**src/rtl/aes_key_sched_ctrl_if.sv**
```systemverilog
// Round-key stream from the key schedule controller to the cipher core.
// Valid/ready handshake; data, round and last held while stalled.
`timescale 1ns/1ps
interface aes_key_sched_ctrl_if;
    logic         rk_valid;
    logic         rk_ready;
    logic [3:0]   rk_round;
    logic [127:0] rk_data;
    logic         rk_last;

    modport master (
        output rk_valid,
        output rk_round,
        output rk_data,
        output rk_last,
        input  rk_ready
    );

    modport slave (
        input  rk_valid,
        input  rk_round,
        input  rk_data,
        input  rk_last,
        output rk_ready
    );
endinterface

```
**src/rtl/aes_key_sched_ctrl.sv**
```systemverilog
// Steps aes_roundkey_gen through rounds 0..Nr of one key expansion and
// streams each round key out with valid/ready backpressure.
`timescale 1ns/1ps
module aes_key_sched_ctrl #(
    parameter int unsigned KG_LAT = 2
) (
    input  logic                  clk,
    input  logic                  reset,
    input  logic                  start,
    input  logic                  abort,
    input  logic [1:0]            mode,
    input  logic [255:0]          key_in,
    output logic                  busy,
    output logic                  done,
    output logic                  err,
    output logic [1:0]            kg_mode,
    output logic [255:0]          kg_key,
    output logic [2:0]            kg_width_sel,
    output logic [3:0]            kg_round,
    input  logic [127:0]          kg_round_key,
    aes_key_sched_ctrl_if.master  rk
);

    localparam logic [1:0] S_IDLE    = 2'd0;
    localparam logic [1:0] S_WAIT    = 2'd1;
    localparam logic [1:0] S_PRESENT = 2'd2;
    localparam logic [1:0] S_DONE    = 2'd3;

    localparam logic [2:0] LAT = 3'(KG_LAT);

    logic [1:0] state;
    logic [2:0] wait_cnt;
    logic [3:0] nr;
    logic       accept;
    logic       last_round;

    // Nr comes from the latched mode so a live mode change cannot truncate a run
    always_comb begin
        nr = 4'd10;
        unique case (1'b1)
            kg_mode == 2'b01: nr = 4'd12;
            kg_mode == 2'b10: nr = 4'd14;
            default:          nr = 4'd10;
        endcase
    end

    assign accept       = rk.rk_valid & rk.rk_ready;
    assign last_round   = rk.rk_round == nr;
    assign busy         = state != S_IDLE;
    assign kg_width_sel = {1'b0, kg_mode};

    always_ff @(posedge clk) begin
        if (reset) begin
            state       <= S_IDLE;
            wait_cnt    <= '0;
            done        <= 1'b0;
            err         <= 1'b0;
            kg_mode     <= '0;
            kg_key      <= '0;
            kg_round    <= '0;
            rk.rk_valid <= 1'b0;
            rk.rk_round <= '0;
            rk.rk_data  <= '0;
            rk.rk_last  <= 1'b0;
        end else begin
            done <= 1'b0;
            err  <= 1'b0;
            if (abort) begin
                state       <= S_IDLE;
                rk.rk_valid <= 1'b0;
            end else begin
                unique case (state)
                    S_IDLE: begin
                        if (start) begin
                            if (mode == 2'b11) begin
                                err <= 1'b1;
                            end else begin
                                kg_mode  <= mode;
                                kg_key   <= key_in;
                                kg_round <= '0;
                                wait_cnt <= LAT;
                                state    <= S_WAIT;
                            end
                        end
                    end
                    S_WAIT: begin
                        if (wait_cnt == '0) begin
                            rk.rk_data  <= kg_round_key;
                            rk.rk_round <= kg_round;
                            rk.rk_last  <= kg_round == nr;
                            rk.rk_valid <= 1'b1;
                            state       <= S_PRESENT;
                        end else begin
                            wait_cnt <= wait_cnt - 3'd1;
                        end
                    end
                    S_PRESENT: begin
                        if (accept) begin
                            rk.rk_valid <= 1'b0;
                            if (last_round) begin
                                done  <= 1'b1;
                                state <= S_DONE;
                            end else begin
                                kg_round <= kg_round + 4'd1;
                                wait_cnt <= LAT;
                                state    <= S_WAIT;
                            end
                        end
                    end
                    S_DONE: begin
                        state <= S_IDLE;
                    end
                    default: begin
                        state <= S_IDLE;
                    end
                endcase
            end
        end
    end

    a_round_bound: assert property (
        @(posedge clk) disable iff (reset)
        kg_round <= nr
    );

    a_pulse_excl: assert property (
        @(posedge clk) disable iff (reset)
        !(done && err)
    );

    a_stall_stable: assert property (
        @(posedge clk) disable iff (reset)
        (rk.rk_valid && !rk.rk_ready && !abort)
        |=> (rk.rk_valid && $stable(rk.rk_data)
             && $stable(rk.rk_round) && $stable(rk.rk_last))
    );

endmodule

```
**src/flat_wrapper.sv**
```systemverilog
// flat-port wrapper written by rule: the top's interface ports become plain ports
module aes_key_sched_ctrl_flat 
#(
    parameter int unsigned KG_LAT = 2
)
  (clk, reset, start, abort, mode, key_in, busy, done, err, kg_mode, kg_key, kg_width_sel, kg_round, kg_round_key, rk_rk_valid, rk_rk_round, rk_rk_data, rk_rk_last, rk_rk_ready);
  aes_key_sched_ctrl_if rk_i ();
  input  logic clk;
  input  logic reset;
  input  logic start;
  input  logic abort;
  input  logic [1:0] mode;
  input  logic [255:0] key_in;
  output logic busy;
  output logic done;
  output logic err;
  output logic [1:0] kg_mode;
  output logic [255:0] kg_key;
  output logic [2:0] kg_width_sel;
  output logic [3:0] kg_round;
  input  logic [127:0] kg_round_key;
  output wire logic [$bits(rk_i.rk_valid)-1:0] rk_rk_valid;
  output wire logic [$bits(rk_i.rk_round)-1:0] rk_rk_round;
  output wire logic [$bits(rk_i.rk_data)-1:0] rk_rk_data;
  output wire logic [$bits(rk_i.rk_last)-1:0] rk_rk_last;
  input wire logic [$bits(rk_i.rk_ready)-1:0] rk_rk_ready;
  assign rk_rk_valid = rk_i.rk_valid;
  assign rk_rk_round = rk_i.rk_round;
  assign rk_rk_data = rk_i.rk_data;
  assign rk_rk_last = rk_i.rk_last;
  assign rk_i.rk_ready = rk_rk_ready;
  aes_key_sched_ctrl #(.KG_LAT(KG_LAT)) u_core (.clk(clk), .reset(reset), .start(start), .abort(abort), .mode(mode), .key_in(key_in), .busy(busy), .done(done), .err(err), .kg_mode(kg_mode), .kg_key(kg_key), .kg_width_sel(kg_width_sel), .kg_round(kg_round), .kg_round_key(kg_round_key), .rk(rk_i));
endmodule
```
**config.mk**
```make
export PLATFORM = sky130hd
export DESIGN_NAME = aes_key_sched_ctrl_flat
export DESIGN_NICKNAME = d
export VERILOG_FILES = /design/src/rtl/aes_key_sched_ctrl_if.sv /design/src/rtl/aes_key_sched_ctrl.sv /design/src/flat_wrapper.sv
export SDC_FILE = /design/constraint.sdc
export NUM_CORES = 1
export LEC_CHECK = 0
export ABC_CLOCK_PERIOD_IN_PS = 2300
export BUFFER_PORTS_ARGS = -buffer_cell sky130_fd_sc_hd__buf_2
export CAP_MARGIN = 5
export CORE_AREA = 8 8 299 301
export CTS_CLUSTER_DIAMETER = 80
export DETAILED_ROUTE_END_ITERATION = 12
export DIE_AREA = 0 0 307 309
export PLACE_DENSITY_LB_ADDON = 0.05
export SLEW_MARGIN = 20
export SYNTH_ARGS = -nofsm -noshare
export SYNTH_HDL_FRONTEND = slang
export SYNTH_SLANG_ARGS = --single-unit
```
**constraint.sdc**
```tcl
create_clock -name clk -period 2.3 [get_ports clk]
set_input_delay 0.345 -clock clk [delete_from_list [all_inputs] [get_ports clk]]
set_output_delay 0.345 -clock clk [all_outputs]
set_load 0.005 [all_outputs]
```
==> results.py <==
metrics = {
    "timing": {
        "tightestPinTransition_ns": 0.645,
        "fin_crit_sh_pct": 85.2,
        "totalNegativeSetupSlack_ns": 0,
        "worst_clock_skew_ns": 0.0116,
        "maxSlewViolCount": 0,
        "max_freq_mhz": 510,
        "holdWs_ns": 0.0524,
        "timing.max_slew.rel_slack_pct": 57.0,
        "rsz_0062_raised_after_global_routing": "no",
        "setup_viol": 0,
        "period_minus_slack_ns": 1.96,
        "finalHoldViolations": 0,
    },
    "drt": {
        "vias": 16099,
        "detail_route.vias_per_cell": 3.92,
        "avgRoutedWirePerCell_um": 18.0,
        "routed_wirelength_um": 74000,
        "detail_route.iter0.violations": 683,
        "post-route-drc-count": 0,
        "drt_pass1_iterations": 5,
        "final_antenna_net_count": 0,
    },
    "setup_path": {
        "worst-endpoint-required_ns": 2.79,
        "critical_path.endpoint_type": "flip-flop",
        "critical_path.slowest_cell": "sky130_fd_sc_hd__dfxtp_1",
        "crit_start": "u_core.kg_mode[1]$_SDFFE_PP0P_",
        "crit_path_max_incr_delay_ns": 0.39,
        "rr_endpoint": "u_core.kg_round[2]$_SDFFE_PP0P_",
        "r2r_start": "u_core.kg_mode[1]$_SDFFE_PP0P_",
        "ff2ff_setup_slack_ns": 0.34,
        "timing.critical_path.cells": "inv_1, ha_1, xnor2_1, o31ai_1, buf_4, or2_2, o41ai_1",
        "critical_path_cell_count": 7,
        "cp_max_fanout": 11,
        "crit_end": "u_core.kg_round[2]$_SDFFE_PP0P_",
        "critPathBufInv": 2,
        "type_of_origin_of_the_critical_path": "flip-flop",
        "path_delay_family": "flip-flops",
        "worstSetupPathType": "flip-flop to flip-flop",
        "worst_reg_to_reg_path_cell_count": 7,
        "arrival_ns": 2.45,
    },
    "clocking": {
        "cts_resized": 0,
        "clock_tree.root_cell": "sky130_fd_sc_hd__clkbuf_16",
        "worst_path_clk_slew_ns": 0.05,
        "tritoncts.num_buffers": 56,
        "h-tree-depth": 2,
        "clock_sink_total": 403,
        "cts_post_setup_buffers_inserted": 0,
        "cts_buffer_depth": 3,
        "ctsHoldBuffers": 382,
        "clk_latency_ns": 0.59,
        "cts_tree": "yes",
    },
    "final_layout": {
        "share_of_cells_above_drive_strength_1_pct": 31.2,
        "most_common_cell_after_layout_fill_and_taps_aside": "sky130_fd_sc_hd__buf_2",
        "synthToLayoutAreaGrowth_pct": 75.6,
        "stdcell_area_um2": 25100,
        "fin_util_pct": 29.6,
        "commonest_cells_after_routing_fill_and_taps_aside": "790 x sky130_fd_sc_hd__buf_2, 784 x sky130_fd_sc_hd__nand2_1, 403 x sky130_fd_sc_hd__dfxtp_1",
        "fillCellCount": 9360,
        "design.final.nets": 3313,
    },
    "floorplanning": {
        "die_w_um": 307,
        "placement_rows": 107,
        "io_pins": 793,
        "floorplan.initialDensity_pct": 16.9,
        "core_region_um2": 84600,
        "design.die.area_um2": 94900,
        "die_y_um": 309,
    },
    "grt": {
        "grtUsageMet2_pct": 26.2,
        "met3_usage_pct": 4.96,
        "grt_start_max_net_pins": 94,
        "number_of_antenna_violations_at_the_first_check_in_global_routing": 6,
        "grt_util_met1_pct": 16.0,
        "global_route_usage_sum_pct": 14.7,
        "first_global_vias": 16670,
        "first_pass_grt_wire_length_um": 108000,
        "grt_overflow": 0,
        "grt_most_used_layer": "met2",
    },
    "placed_design": {
        "dpl.hpwl_um": 54700,
        "post_detailed_placement_cell_area_um2": 19400,
        "placer_s_final_routability_congestion_estimate": 0.756,
        "port-buffer-count": 791,
    },
    "logic_synthesis": {
        "async_flop_share_pct": 0,
        "synth_edf_count": 0,
        "synthFlopType": "sky130_fd_sc_hd__dfxtp_1",
        "synth.distinct_cells": 45,
        "seq_total_area_yosys_pct": 56.5,
        "synth.net_count": 2186,
        "post_synth.cell_area_avg_um2": 7.98,
        "postSynthRegisterBits": 403,
        "syn_inst": 1791,
        "post_synthesis_cell_area_um2": 14300,
        "warnings_synthesis": 0,
    },
    "worst_hold_path": {
        "min_path_type": "primary input to flip-flop",
        "hold_depth": 3,
    },
    "power": {
        "vdd_ir_drop_max_mv": 0.447,
        "power.static_leakage_nw": 11.0,
        "cellPowerDensity_nw_per_um2": 720,
    },
    "outcome": {
        "outcome": "finished, final reports clean",
    },
    "flow_run": {
        "timing.max_cap.violations": 0,
    },
}
cell families (layout without fill, tap and decap cells):
kind of cell,Yosys count,count (layout),share of synthesized area (%)
and+or+nand+nor,821,821,22.2
AOI/OAI and AO/OA,413,413,14.9
DFF,403,403,56.5
buffers and inverters,144,1317,5.73
adders and majority gates,4,4,0.350
xor gates and xnor gates,4,4,0.245
other,1,4,0.0262
muxes,1,1,0.0788
flip-flops by register name, summed over array words and instances (netlist names):
| signal | flops |
|---|---|
| u_core.rk.rk_round | 4 |
| u_core.wait_cnt | 3 |
| u_core.kg_mode | 2 |
| u_core.rk.rk_data | 128 |
| u_core.kg_round | 4 |
| u_core.done | 1 |
| u_core.rk.rk_last | 1 |
| u_core.err | 1 |
| u_core.kg_key | 256 |
| u_core.rk.rk_valid | 1 |
| u_core.state | 2 |
worst reg2reg max path, delay by kind of cell, from the launching register on:
kind / cells / cell delay [ns]
AO/OA/AOI/OAI: 2 / 0.38
flip-flops: 1 / 0.39
AND/OR/NAND/NOR: 1 / 0.31
buffers and inverters: 2 / 0.26
XOR/XNOR: 1 / 0.22
adder cells (fa/ha/maj): 1 / 0.31
Yosys cell counts, types with 2 or more instances:
cell type                  instances  area share, %
sky130_fd_sc_hd__buf_6            25            2.0
sky130_fd_sc_hd__a211o_1           2           0.12
sky130_fd_sc_hd__xnor2_1           4           0.25
sky130_fd_sc_hd__inv_1             7           0.18
sky130_fd_sc_hd__dfxtp_1         403             56
sky130_fd_sc_hd__buf_2            24           0.84
sky130_fd_sc_hd__ha_1              4           0.35
sky130_fd_sc_hd__o31ai_1           2           0.11
sky130_fd_sc_hd__nand2b_1          3           0.13
sky130_fd_sc_hd__o21ai_0           3           0.11
sky130_fd_sc_hd__nor4b_1           2           0.12
sky130_fd_sc_hd__buf_1             4           0.11
sky130_fd_sc_hd__or2_2             2          0.088
sky130_fd_sc_hd__nand2_1         784             21
sky130_fd_sc_hd__nand3_1           2          0.070
sky130_fd_sc_hd__nand4_1           2          0.088
sky130_fd_sc_hd__a21oi_1         393             14
sky130_fd_sc_hd__nor3_1            3           0.11
sky130_fd_sc_hd__or4_1             2           0.11
sky130_fd_sc_hd__o311a_1           2           0.14
sky130_fd_sc_hd__clkbuf_1         68            1.8
sky130_fd_sc_hd__buf_4            16           0.84
sky130_fd_sc_hd__a21boi_0          2           0.11
sky130_fd_sc_hd__nor2_1            9           0.24
sky130_fd_sc_hd__o311ai_0          2           0.12
sky130_fd_sc_hd__nor2b_1           2          0.088
per-layer routing:
| layer | routed length [µm] | vias up |
|---|---|---|
| li1 | - | 8051 |
| met4 | 2760 | 8 |
| met2 | 37100 | 536 |
| met1 | 28300 | 7365 |
| met5 | 46 | - |
| met3 | 5820 | 139 |
through the flow:
| step | total power [mW] | instances | setup slack (ns) |
|---|---|---|---|
| 4_1_cts | 18.5 | 4108 | 0.278 |
| 5_1_grt | 19.0 | 4109 | 0.147 |
| 6_report | 18.1 | 4111 | 0.340 |
| 3_3_place_gp | 9.00 | 3622 | 0.193 |
| 2_1_floorplan | 8.12 | 1791 | 0.487 |
| 3_5_place_dp | 9.01 | 3622 | 0.185 |
cell type report:
class	count	area (µm²)	share of cell area [%]
repair buffers	1206	8250	32.9
inverters	7	26.3	0.105
clock buffers	91	1750	6.99
flip-flops and latches	403	8070	32.2
well taps	1144	1430	5.71
diodes	3	7.51	0.0299
clock inverters	13	116	0.464
multi-input cells	1244	5430	21.6
worst min path at each step:
stage	from	to	slack [ns]
floorplan	abort	u_core.err$_SDFF_PP0_	0.42
global placement	u_core.rk.rk_data[29]$_SDFFE_PP0P_	u_core.rk.rk_data[29]$_SDFFE_PP0P_	0.44
detailed placement	u_core.kg_key[108]$_SDFFE_PP0P_	u_core.kg_key[108]$_SDFFE_PP0P_	0.44
CTS	key_in[15]	u_core.kg_key[15]$_SDFFE_PP0P_	0.0002
global route	kg_round_key[59]	u_core.rk.rk_data[59]$_SDFFE_PP0P_	0.01
finish	mode[0]	u_core.kg_mode[0]$_SDFFE_PP0P_	0.05
report_power, final:
| group | total [mW] | internal, mW | switching, mW |
|---|---|---|---|
| combinational | 2.04 | 1.06 | 0.982 |
| sequential | 7.33 | 7.22 | 0.111 |
| clock | 8.68 | 5.30 | 3.38 |
Power figures use the tool's default switching activity.
